==> config.mk <==
export PLATFORM = sky130hd
export DESIGN_NAME = mem_arbiter
export DESIGN_NICKNAME = d
export VERILOG_FILES = /design/src/rtl/mem_arbiter.sv
export SDC_FILE = /design/constraint.sdc
export NUM_CORES = 1
export LEC_CHECK = 0
export ABC_AREA = 0
export BUFFER_PORTS_ARGS = -buffer_cell sky130_fd_sc_hd__buf_2
export CORE_MARGIN = 3
export CORE_UTILIZATION = 27
export CTS_CLUSTER_SIZE = 8
export DETAILED_ROUTE_END_ITERATION = 12
export GPL_TIMING_DRIVEN = 0
export SLEW_MARGIN = 20
export SYNTH_ARGS = -nofsm -noshare
export SYNTH_HDL_FRONTEND = slang
export SYNTH_SLANG_ARGS = --single-unit
==> constraint.sdc <==
create_clock -name clk -period 3.4 [get_ports clk]
set_input_delay 0.34 -clock clk [delete_from_list [all_inputs] [get_ports clk]]
set_output_delay 0.34 -clock clk [all_outputs]
set_load 0.05 [all_outputs]
==> src/rtl/mem_arbiter.sv <==
// Shares one memory port between instruction fetch and data access, one transaction at a time.
// Data side has priority; a starvation counter periodically forces a fetch grant.
module mem_arbiter #(
  parameter int unsigned XLEN       = 32,
  parameter int unsigned STARVE_MAX = 4
) (
  input  logic            clk,
  input  logic            reset_n,
  input  logic            if_req_i,
  input  logic [XLEN-1:0] if_adr_i,
  output logic            if_rvalid_o,
  output logic [31:0]     if_rdata_o,
  input  logic            flush_i,
  input  logic            d_req_i,
  input  logic [XLEN-1:0] d_adr_i,
  input  logic            d_we_i,
  input  logic [XLEN-1:0] d_wdata_i,
  input  logic [2:0]      d_size_i,
  output logic            d_rvalid_o,
  output logic [XLEN-1:0] d_rdata_o,
  output logic            mem_req_o,
  output logic [XLEN-1:0] mem_adr_o,
  output logic            mem_we_o,
  output logic [XLEN-1:0] mem_wdata_o,
  output logic [2:0]      mem_size_o,
  input  logic            mem_gnt_i,
  input  logic            mem_rvalid_i,
  input  logic [XLEN-1:0] mem_rdata_i,
  output logic            busy_o
);

  localparam int unsigned CntW = $clog2(STARVE_MAX + 1);
  localparam logic [CntW-1:0] StarveMax = CntW'(STARVE_MAX);

  typedef enum logic [1:0] {StIdle, StReq, StRsp} state_e;

  state_e            state_q, state_d;
  logic              owner_q, owner_d;     // 1 = fetch owns the transaction
  logic              discard_q, discard_d;
  logic [CntW-1:0]   starve_q, starve_d;
  logic [XLEN-1:0]   adr_q, adr_d;
  logic              we_q, we_d;
  logic [XLEN-1:0]   wdata_q, wdata_d;
  logic [2:0]        size_q, size_d;

  logic fetch_seen, fetch_wins, rsp_done;

  // A flush in the arbitration cycle hides the fetch request for that cycle.
  assign fetch_seen = if_req_i && !flush_i;
  assign fetch_wins = fetch_seen && (!d_req_i || (starve_q == StarveMax));
  assign rsp_done   = (state_q == StRsp) && mem_rvalid_i;

  always_ff @(posedge clk or negedge reset_n) begin
    if (!reset_n) begin
      state_q <= StIdle;
    end else begin
      state_q <= state_d;
    end
  end

  always_ff @(posedge clk or negedge reset_n) begin
    if (!reset_n) begin
      owner_q   <= 1'b0;
      discard_q <= 1'b0;
      starve_q  <= '0;
      adr_q     <= '0;
      we_q      <= 1'b0;
      wdata_q   <= '0;
      size_q    <= 3'b000;
    end else begin
      owner_q   <= owner_d;
      discard_q <= discard_d;
      starve_q  <= starve_d;
      adr_q     <= adr_d;
      we_q      <= we_d;
      wdata_q   <= wdata_d;
      size_q    <= size_d;
    end
  end

  always_comb begin
    state_d   = state_q;
    owner_d   = owner_q;
    discard_d = discard_q;
    starve_d  = starve_q;
    adr_d     = adr_q;
    we_d      = we_q;
    wdata_d   = wdata_q;
    size_d    = size_q;
    unique case (state_q)
      StIdle: begin
        if (fetch_wins) begin
          state_d  = StReq;
          owner_d  = 1'b1;
          adr_d    = if_adr_i;
          we_d     = 1'b0;
          wdata_d  = '0;
          size_d   = 3'b010;
          starve_d = '0;
        end else if (d_req_i) begin
          state_d = StReq;
          owner_d = 1'b0;
          adr_d   = d_adr_i;
          we_d    = d_we_i;
          wdata_d = d_wdata_i;
          size_d  = d_size_i;
          if (fetch_seen && (starve_q != StarveMax)) begin
            starve_d = starve_q + 1'b1;
          end
        end
      end
      StReq: begin
        if (flush_i && owner_q) discard_d = 1'b1;
        if (mem_gnt_i) state_d = StRsp;
      end
      StRsp: begin
        if (mem_rvalid_i) begin
          state_d   = StIdle;
          discard_d = 1'b0;
        end else if (flush_i && owner_q) begin
          discard_d = 1'b1;
        end
      end
      default: state_d = StIdle;
    endcase
  end

  always_comb begin
    mem_req_o   = (state_q == StReq);
    mem_adr_o   = adr_q;
    mem_we_o    = we_q;
    mem_wdata_o = wdata_q;
    mem_size_o  = size_q;
    busy_o      = (state_q != StIdle);
    if_rvalid_o = rsp_done && owner_q && !discard_q && !flush_i;
    d_rvalid_o  = rsp_done && !owner_q;
    if_rdata_o  = if_rvalid_o ? mem_rdata_i[31:0] : 32'h0;
    d_rdata_o   = d_rvalid_o ? mem_rdata_i : '0;
  end

endmodule

==> results by group, run 1 <==
Run status
  – Run status: complete, no violations

Die
  – # rows: 44
  – Initial Util: 28.3%
  – Width of the chip: 131 µm
  – Area of the placeable core: 14,900 µm²
  – Top Ports: 275
  – Vertical extent of the die: 131 µm
  – Die outline area: 17,100 µm²

Power
  – Power density normalized to cell area: 976 nW/µm²
  – Lkg Pwr: 3.43 nW
  – Total design power: 6.04 mW
  – Worst vdd ir: 0.381 mV

Worst setup path
  – Startpoint-to-endpoint class of the critical path: reg -> out
  – CP required: 3.06 ns
  – Kind of capture point of the worst setup path: primary output
  – Setup slack of the most critical reg-to-reg path: 1.49 ns
  – Kind of launch point of the worst setup path: flop
  – CP arrival: 2.34 ns
  – Maximum fanout along the worst path: 10
  – Reg2Reg Depth: 7
  – Ordered cell list for the critical path: inv_1 > ha_1 > nand2_1 > nor4b_2 > clkbuf_1 > and2_1 > buf_2
  – Max incr delay on CP: 0.46 ns
  – Crit-path slowest cell: sky130_fd_sc_hd__nor4b_2

Routing
  – Initial drt markers: 175
  – Routed wirelength normalized by instance count: 16.7 µm
  – Vias per cell: 4.79
  – Wirelength, routed: 15,000 µm
  – Detailed Routing Iterations Pass 1: 5
  – Via count of the routed design: 4,300
  – Remaining routing DRC violations: 0
  – Number of nets with antenna violations after detailed routing: 0

Clock network
  – TritonCTS clock tree: done
  – Clock network latency to the later pin of the worst-skew pair: 0.34 ns
  – Number of setup buffers added after CTS: 0
  – CTS H-tree depth: 3
  – Count of hold buffers inserted by post-cts repair: 1
  – Clock Pin Slew Worst Setup and Hold Paths: 0.06 ns
  – Total clock sinks: 75
  – CTS Buffer Depth: 2
  – Number of buffers created by CTS: 9
  – Clock tree root driver cell: sky130_fd_sc_hd__clkbuf_16
  – PostCTS Resize Cnt: 0

Timing
  – Tcrit/Tclk final: 78.9%
  – Final setup violation count: 0
  – Shortest clock period the worst path allows after layout: 2.68 ns
  – Final worst-path setup slack: 0.716 ns
  – Maximum achievable frequency: 373 MHz
  – Final number of hold-violating endpoints: 0
  – Fin Clk Skew: 0.00777 ns
  – Setup Total Neg Slack: 0 ns
  – Max_slew headroom: 58.5%
  – Max Slew Vio Count: 0
  – Slew at the pin with the worst max-slew slack: 0.623 ns
  – Unrepaired setup endpoints after global routing: false

Yosys
  – Cell area after technology mapping: 4200 µm²
  – Synth cell types: 34
  – Post-synth top cells: 75 x sky130_fd_sc_hd__dfrtp_1, 64 x sky130_fd_sc_hd__and2_1, 39 x sky130_fd_sc_hd__inv_1, 36 x sky130_fd_sc_hd__a22o_1, 33 x sky130_fd_sc_hd__a22oi_1
  – Fraction of registers with async set/reset: 100%
  – Fraction of synthesized cell area taken by the top area cell type: 44.6%
  – Sequential share of the synthesized area: 44.6%
  – Top-count cell post-synth: sky130_fd_sc_hd__dfrtp_1
  – Cell count after synthesis: 421
  – Post-synthesis register bit count: 75
  – Post-synthesis compound-gate area fraction: 26.5%
  – Synthesized-area fraction occupied by adder cells: 1.79%
  – Cell type with the largest total area after synthesis: sky130_fd_sc_hd__dfrtp_1
  – Synthesized-area fraction occupied by and/or/nand/nor cells: 18.3%
  – Largest family of logic cells by synthesized area: compound AO/OA/AOI/OAI gates
  – Share of cell area taken by muxes after synthesis: 0.268%
  – Share of the synthesized netlist area taken by xor and xnor gates: 0.208%
  – Count of flip-flops with a built-in enable after synthesis: 0
  – Mean instance size in the synthesized netlist: 9.99 µm²
  – Net count after synthesis: 566
  – Synth area leaders: sky130_fd_sc_hd__dfrtp_1 45%, sky130_fd_sc_hd__and2_1 9.5%, sky130_fd_sc_hd__a22o_1 7.5%, sky130_fd_sc_hd__a221oi_1 6.7%, sky130_fd_sc_hd__and3b_1 6.7%
  – Most instantiated flip-flop cell in the synthesis netlist: sky130_fd_sc_hd__dfrtp_1
  – Total of warnings raised by yosys: 0

Global route
  – Maximum number of pins on one net before global-route repair: 41
  – Number of antenna violations at the first check in global routing: 1
  – Total gr overflow: 0
  – GRT Resource Usage Total: 16.5%
  – Vias in the first global route: 4,085
  – Wire length of the first global-routing pass: 21,900 µm

Flow run
  – Max Cap Viol: 0

Cells and area
  – Layout Cells excl Fill: 898
  – Area grow syn2layout: 47.1%
  – Util after Layout: 41.6%
  – Nets@finish: 853
  – Share of final-layout standard cells stronger than drive strength 1: 43.5%

Worst hold path
  – Type of the tightest min-delay check: in -> reg
  – Number of instances on the worst hold path: 2

Placed design
  – Buffers on Ports: 274
  – Post-placement cell count: 880
  – Final Wtd Congestion: 0.759
  – Detailed placement HPWL: 11,600 µm
  – Worst setup slack after placement: 1.02 ns
-- kinds of logic after synthesis --
logic type	Yosys count
compound gates	145
xor+xnor	1
fa+ha+maj	6
buf+inv	83
flops	75
mux	1
simple gates	110
-- path summary, 6_finish.rpt --
| path | to | from |
|---|---|---|
| setup / recovery | if_rdata_o[9] | state_q[0]$_DFFE_PN0P_ |
| hold / removal | mem_wdata_o[25]$_DFFE_PN0P_ | d_wdata_i[25] |
| setup reg to reg | mem_wdata_o[15]$_DFFE_PN0P_ | state_q[0]$_DFFE_PN0P_ |
| hold reg to reg | mem_wdata_o[7]$_DFFE_PN0P_ | mem_wdata_o[7]$_DFFE_PN0P_ |
| max in group asynchronous | state_q[0]$_DFFE_PN0P_ | reset_n |
| min in group asynchronous | mem_wdata_o[1]$_DFFE_PN0P_ | reset_n |
-- final cells by class --
type                            instances  area (µm²)
Antenna cell                            1        2.50
Fill cell                            1523        8680
Clock inverter                          6         113
Multi-Input combinational cell        263        1980
Timing Repair Buffer                  276        1400
Clock buffer                           10         229
Buffer                                 43         198
Sequential cell                        75        1880
Inverter                               40         150
Tap cell                              184         230
-- layout by cell type (no fill, tap or decap), types with 2 or more instances in the layout --
| cell type | n |
|---|---|
| sky130_fd_sc_hd__and2_1 | 64 |
| sky130_fd_sc_hd__a221oi_1 | 32 |
| sky130_fd_sc_hd__clkbuf_16 | 9 |
| sky130_fd_sc_hd__buf_4 | 2 |
| sky130_fd_sc_hd__a31oi_1 | 2 |
| sky130_fd_sc_hd__buf_6 | 3 |
| sky130_fd_sc_hd__a22o_1 | 36 |
| sky130_fd_sc_hd__buf_2 | 281 |
| sky130_fd_sc_hd__nand2_1 | 5 |
| sky130_fd_sc_hd__nor2_1 | 2 |
| sky130_fd_sc_hd__clkbuf_1 | 32 |
| sky130_fd_sc_hd__bufinv_16 | 3 |
| sky130_fd_sc_hd__ha_1 | 6 |
| sky130_fd_sc_hd__nor2b_1 | 2 |
| sky130_fd_sc_hd__o21ai_1 | 4 |
| sky130_fd_sc_hd__a22oi_1 | 33 |
| sky130_fd_sc_hd__inv_1 | 39 |
| sky130_fd_sc_hd__and3b_1 | 32 |
| sky130_fd_sc_hd__dfrtp_1 | 75 |
| sky130_fd_sc_hd__o21ai_0 | 30 |
-- registers in the layout (all words and copies together), names as in the netlist --
| signal | count |
|---|---|
| discard_q | 1 |
| mem_adr_o | 32 |
| mem_size_o | 3 |
| mem_wdata_o | 32 |
| mem_we_o | 1 |
| owner_q | 1 |
| starve_q | 3 |
| state_q | 2 |
-- metal layers --
layer | global-route usage (%) | up-vias | share of wire [%]
li1 | - | 2104 | -
met4 | 4.60 | 0 | 1.2
met1 | 23.6 | 2020 | 46
met3 | 4.11 | 13 | 6.1
met2 | 24.8 | 163 | 47
met5 | 0 | - | 0
-- per-stage QoR --
| stage | hold WS (ns) | cell area [µm²] |
|---|---|---|
| floorplan | 0.0444 | 4200 |
| global placement | 0.484 | 5810 |
| detailed placement | 0.341 | 5830 |
| CTS | 0.197 | 6180 |
| global route | 0.204 | 6180 |
| finish | 0.218 | 6180 |
-- power breakdown --
group          leakage, nW  internal, mW  switching [mW]
registers            0.895          1.31           0.240
clock network        0.167         0.719           0.378
logic                 2.37         0.909            2.47
-- worst max-delay path, delay by kind of cell, from the launching register on --
kind,cells,cell delay (ns)
AND/OR/NAND/NOR,3,0.72
buffers and inverters,3,0.68
flip-flops,1,0.41
adder cells (fa/ha/maj),1,0.19
Power figures use the tool's default switching activity.
==> run 2: changes to the inputs <==
- clock period: 3.4 -> 2.8 ns (I/O delays scaled with it)
==> results by group, run 2 (same netlist as run 1, synthesis figures left out) <==
Power
  – Internal power: 3.58 mW
  – Total design power: 7.33 mW
  – Combinational cell fraction of total power: 56.1%
  – Share of total power in the clock network: 18.1%
  – Lkg Pwr: 3.43 nW
  – Power density normalized to cell area: 1180 nW/µm²
  – Proportion of total power due to net switching: 51.2%
  – Worst vdd ir: 0.463 mV
  – Switching power: 3.76 mW
  – Register share of total power: 25.8%

Cells and area
  – Multi-input gate area: 1990 µm²
  – Fill cells: 1,520
  – Nets@finish: 853
  – Highest-count cells in the layout ignoring fill and taps: 281 x sky130_fd_sc_hd__buf_2, 75 x sky130_fd_sc_hd__dfrtp_1, 64 x sky130_fd_sc_hd__and2_1, 39 x sky130_fd_sc_hd__inv_1, 36 x sky130_fd_sc_hd__a22o_1
  – Commonest non-fill, non-tap cell in the layout: sky130_fd_sc_hd__buf_2
  – Util after Layout: 41.6%
  – Area grow syn2layout: 47.3%
  – Layout Cells excl Fill: 898
  – Non-Filler Cell Area, Final: 6190 µm²
  – Share of final-layout standard cells stronger than drive strength 1: 43.5%
  – Storage element area: 1880 µm²

Clock network
  – Clock network latency to the later pin of the worst-skew pair: 0.34 ns
  – TritonCTS clock tree: done
  – Clock tree root driver cell: sky130_fd_sc_hd__clkbuf_16
  – Total clock sinks: 75
  – CTS Buffer Depth: 2
  – CTS H-tree depth: 3
  – Number of buffers created by CTS: 9
  – Clock Pin Slew Worst Setup and Hold Paths: 0.06 ns

Timing
  – Final number of hold-violating endpoints: 0
  – Max_slew headroom: 58.5%
  – Tcrit/Tclk final: 92.1%
  – Maximum achievable frequency: 388 MHz
  – Fin Clk Skew: 0.00760 ns
  – Shortest clock period the worst path allows after layout: 2.58 ns
  – Setup Total Neg Slack: 0 ns
  – Slew at the pin with the worst max-slew slack: 0.623 ns
  – Final setup violation count: 0
  – Unrepaired setup endpoints after global routing: false
  – Max Slew Vio Count: 0

Die
  – Initial Util: 28.3%
  – Top Ports: 275
  – Area of the placeable core: 14,900 µm²
  – # rows: 44
  – Die outline area: 17,100 µm²
  – Width of the chip: 131 µm
  – Vertical extent of the die: 131 µm

Worst setup path
  – Maximum fanout along the worst path: 10
  – CP arrival: 2.30 ns
  – Kind of capture point of the worst setup path: primary output
  – Kind of launch point of the worst setup path: flop
  – CP required: 2.52 ns
  – Startpoint-to-endpoint class of the critical path: reg -> out

Global route
  – Met2 global-route usage: 24.8%
  – Most Crowded Layer GR: met2
  – Vias in the first global route: 4,085
  – Met3 demand-to-capacity share in global routing: 4.11%
  – Number of antenna violations at the first check in global routing: 1
  – GRT Resource Usage Total: 16.5%
  – Wire length of the first global-routing pass: 21,900 µm
  – Total gr overflow: 0
  – Maximum number of pins on one net before global-route repair: 41
  – Met1 Usage GRT: 23.6%

Placed design
  – Post-placement cell count: 880
  – Final Wtd Congestion: 0.759
  – Buffers on Ports: 274
  – Detailed placement HPWL: 11,600 µm
  – Total cell area at the placement stage: 5830 µm²

Routing
  – Detailed Routing Iterations Pass 1: 4
  – Initial drt markers: 198
  – Remaining routing DRC violations: 0
  – Number of nets with antenna violations after detailed routing: 0
  – Wirelength, routed: 15,000 µm
  – Routed wirelength normalized by instance count: 16.7 µm
  – Via count of the routed design: 4,303
  – Vias per cell: 4.79

Worst hold path
  – Type of the tightest min-delay check: in -> reg

Run status
  – Run status: complete, no violations

Flow run
  – Max Cap Viol: 0
-- run 2: what timing repair did --
action / 4_1_cts / 5_1_grt
resized for setup: 0 / 1
setup buffers: 0 / 0
setup endpoints to repair: 0 / 13
hold buffers: 1 / 0
endpoints found under the hold margin: 35 / 0
-- run 2: worst paths after layout --
path | start | end | slack [ns] | cells after the start
max | state_q[0]$_DFFE_PN0P_ | d_rdata_o[8] | 0.22 | 7
min | d_wdata_i[25] | mem_wdata_o[25]$_DFFE_PN0P_ | 0.16 | 2
max reg2reg | state_q[0]$_DFFE_PN0P_ | mem_wdata_o[15]$_DFFE_PN0P_ | 0.89 | 7
min reg2reg | mem_wdata_o[7]$_DFFE_PN0P_ | mem_wdata_o[7]$_DFFE_PN0P_ | 0.50 | 1
max in group asynchronous | reset_n | state_q[0]$_DFFE_PN0P_ | 1.75 | 3
min in group asynchronous | reset_n | mem_wdata_o[1]$_DFFE_PN0P_ | 0.46 | 2
-- run 2: per-layer routing --
| metal | vias up | share of wire [%] |
|---|---|---|
| li1 | 2105 | - |
| met1 | 2014 | 46 |
| met2 | 169 | 47 |
| met3 | 15 | 6.3 |
| met4 | 0 | 1.3 |
| met5 | - | 0 |
-- run 2: area by class of cell --
cell class	count	share of cell area (%)
sequential	75	30.3
tap	184	3.72
timing repair buffer	276	22.7
clock buffer	10	3.70
antenna	1	0.0404
inverter	40	2.43
clock inverter	6	1.82
buffer	43	3.19
multi-input combinational	263	32.1
-- run 2: power by group through the flow --
stage	clock network, mW	logic [mW]	registers (mW)
after floorplan	0	1.48	3.48
after global placement	0	4.12	1.90
after detailed placement	0	4.14	1.89
after CTS	1.37	4.15	1.89
after global routing	1.41	4.38	1.96
final	1.33	4.11	1.89
-- run 2: through the flow --
step	hold WS (ns)	setup WS, ns
after floorplan	-0.0156	0.499
after global placement	0.484	0.488
after detailed placement	0.281	0.483
after CTS	0.137	0.107
after global routing	0.144	0.0351
final	0.159	0.221
-- run 2: worst max-delay path, stage by stage, from the launching register on --
cell and delay [ns]:
sky130_fd_sc_hd__dfrtp_1 0.41, sky130_fd_sc_hd__inv_1 0.09, sky130_fd_sc_hd__ha_1 0.19, sky130_fd_sc_hd__nand2_1 0.11, sky130_fd_sc_hd__nor2_1 0.33, sky130_fd_sc_hd__clkbuf_1 0.35
sky130_fd_sc_hd__and2_1 0.22, sky130_fd_sc_hd__buf_2 0.27
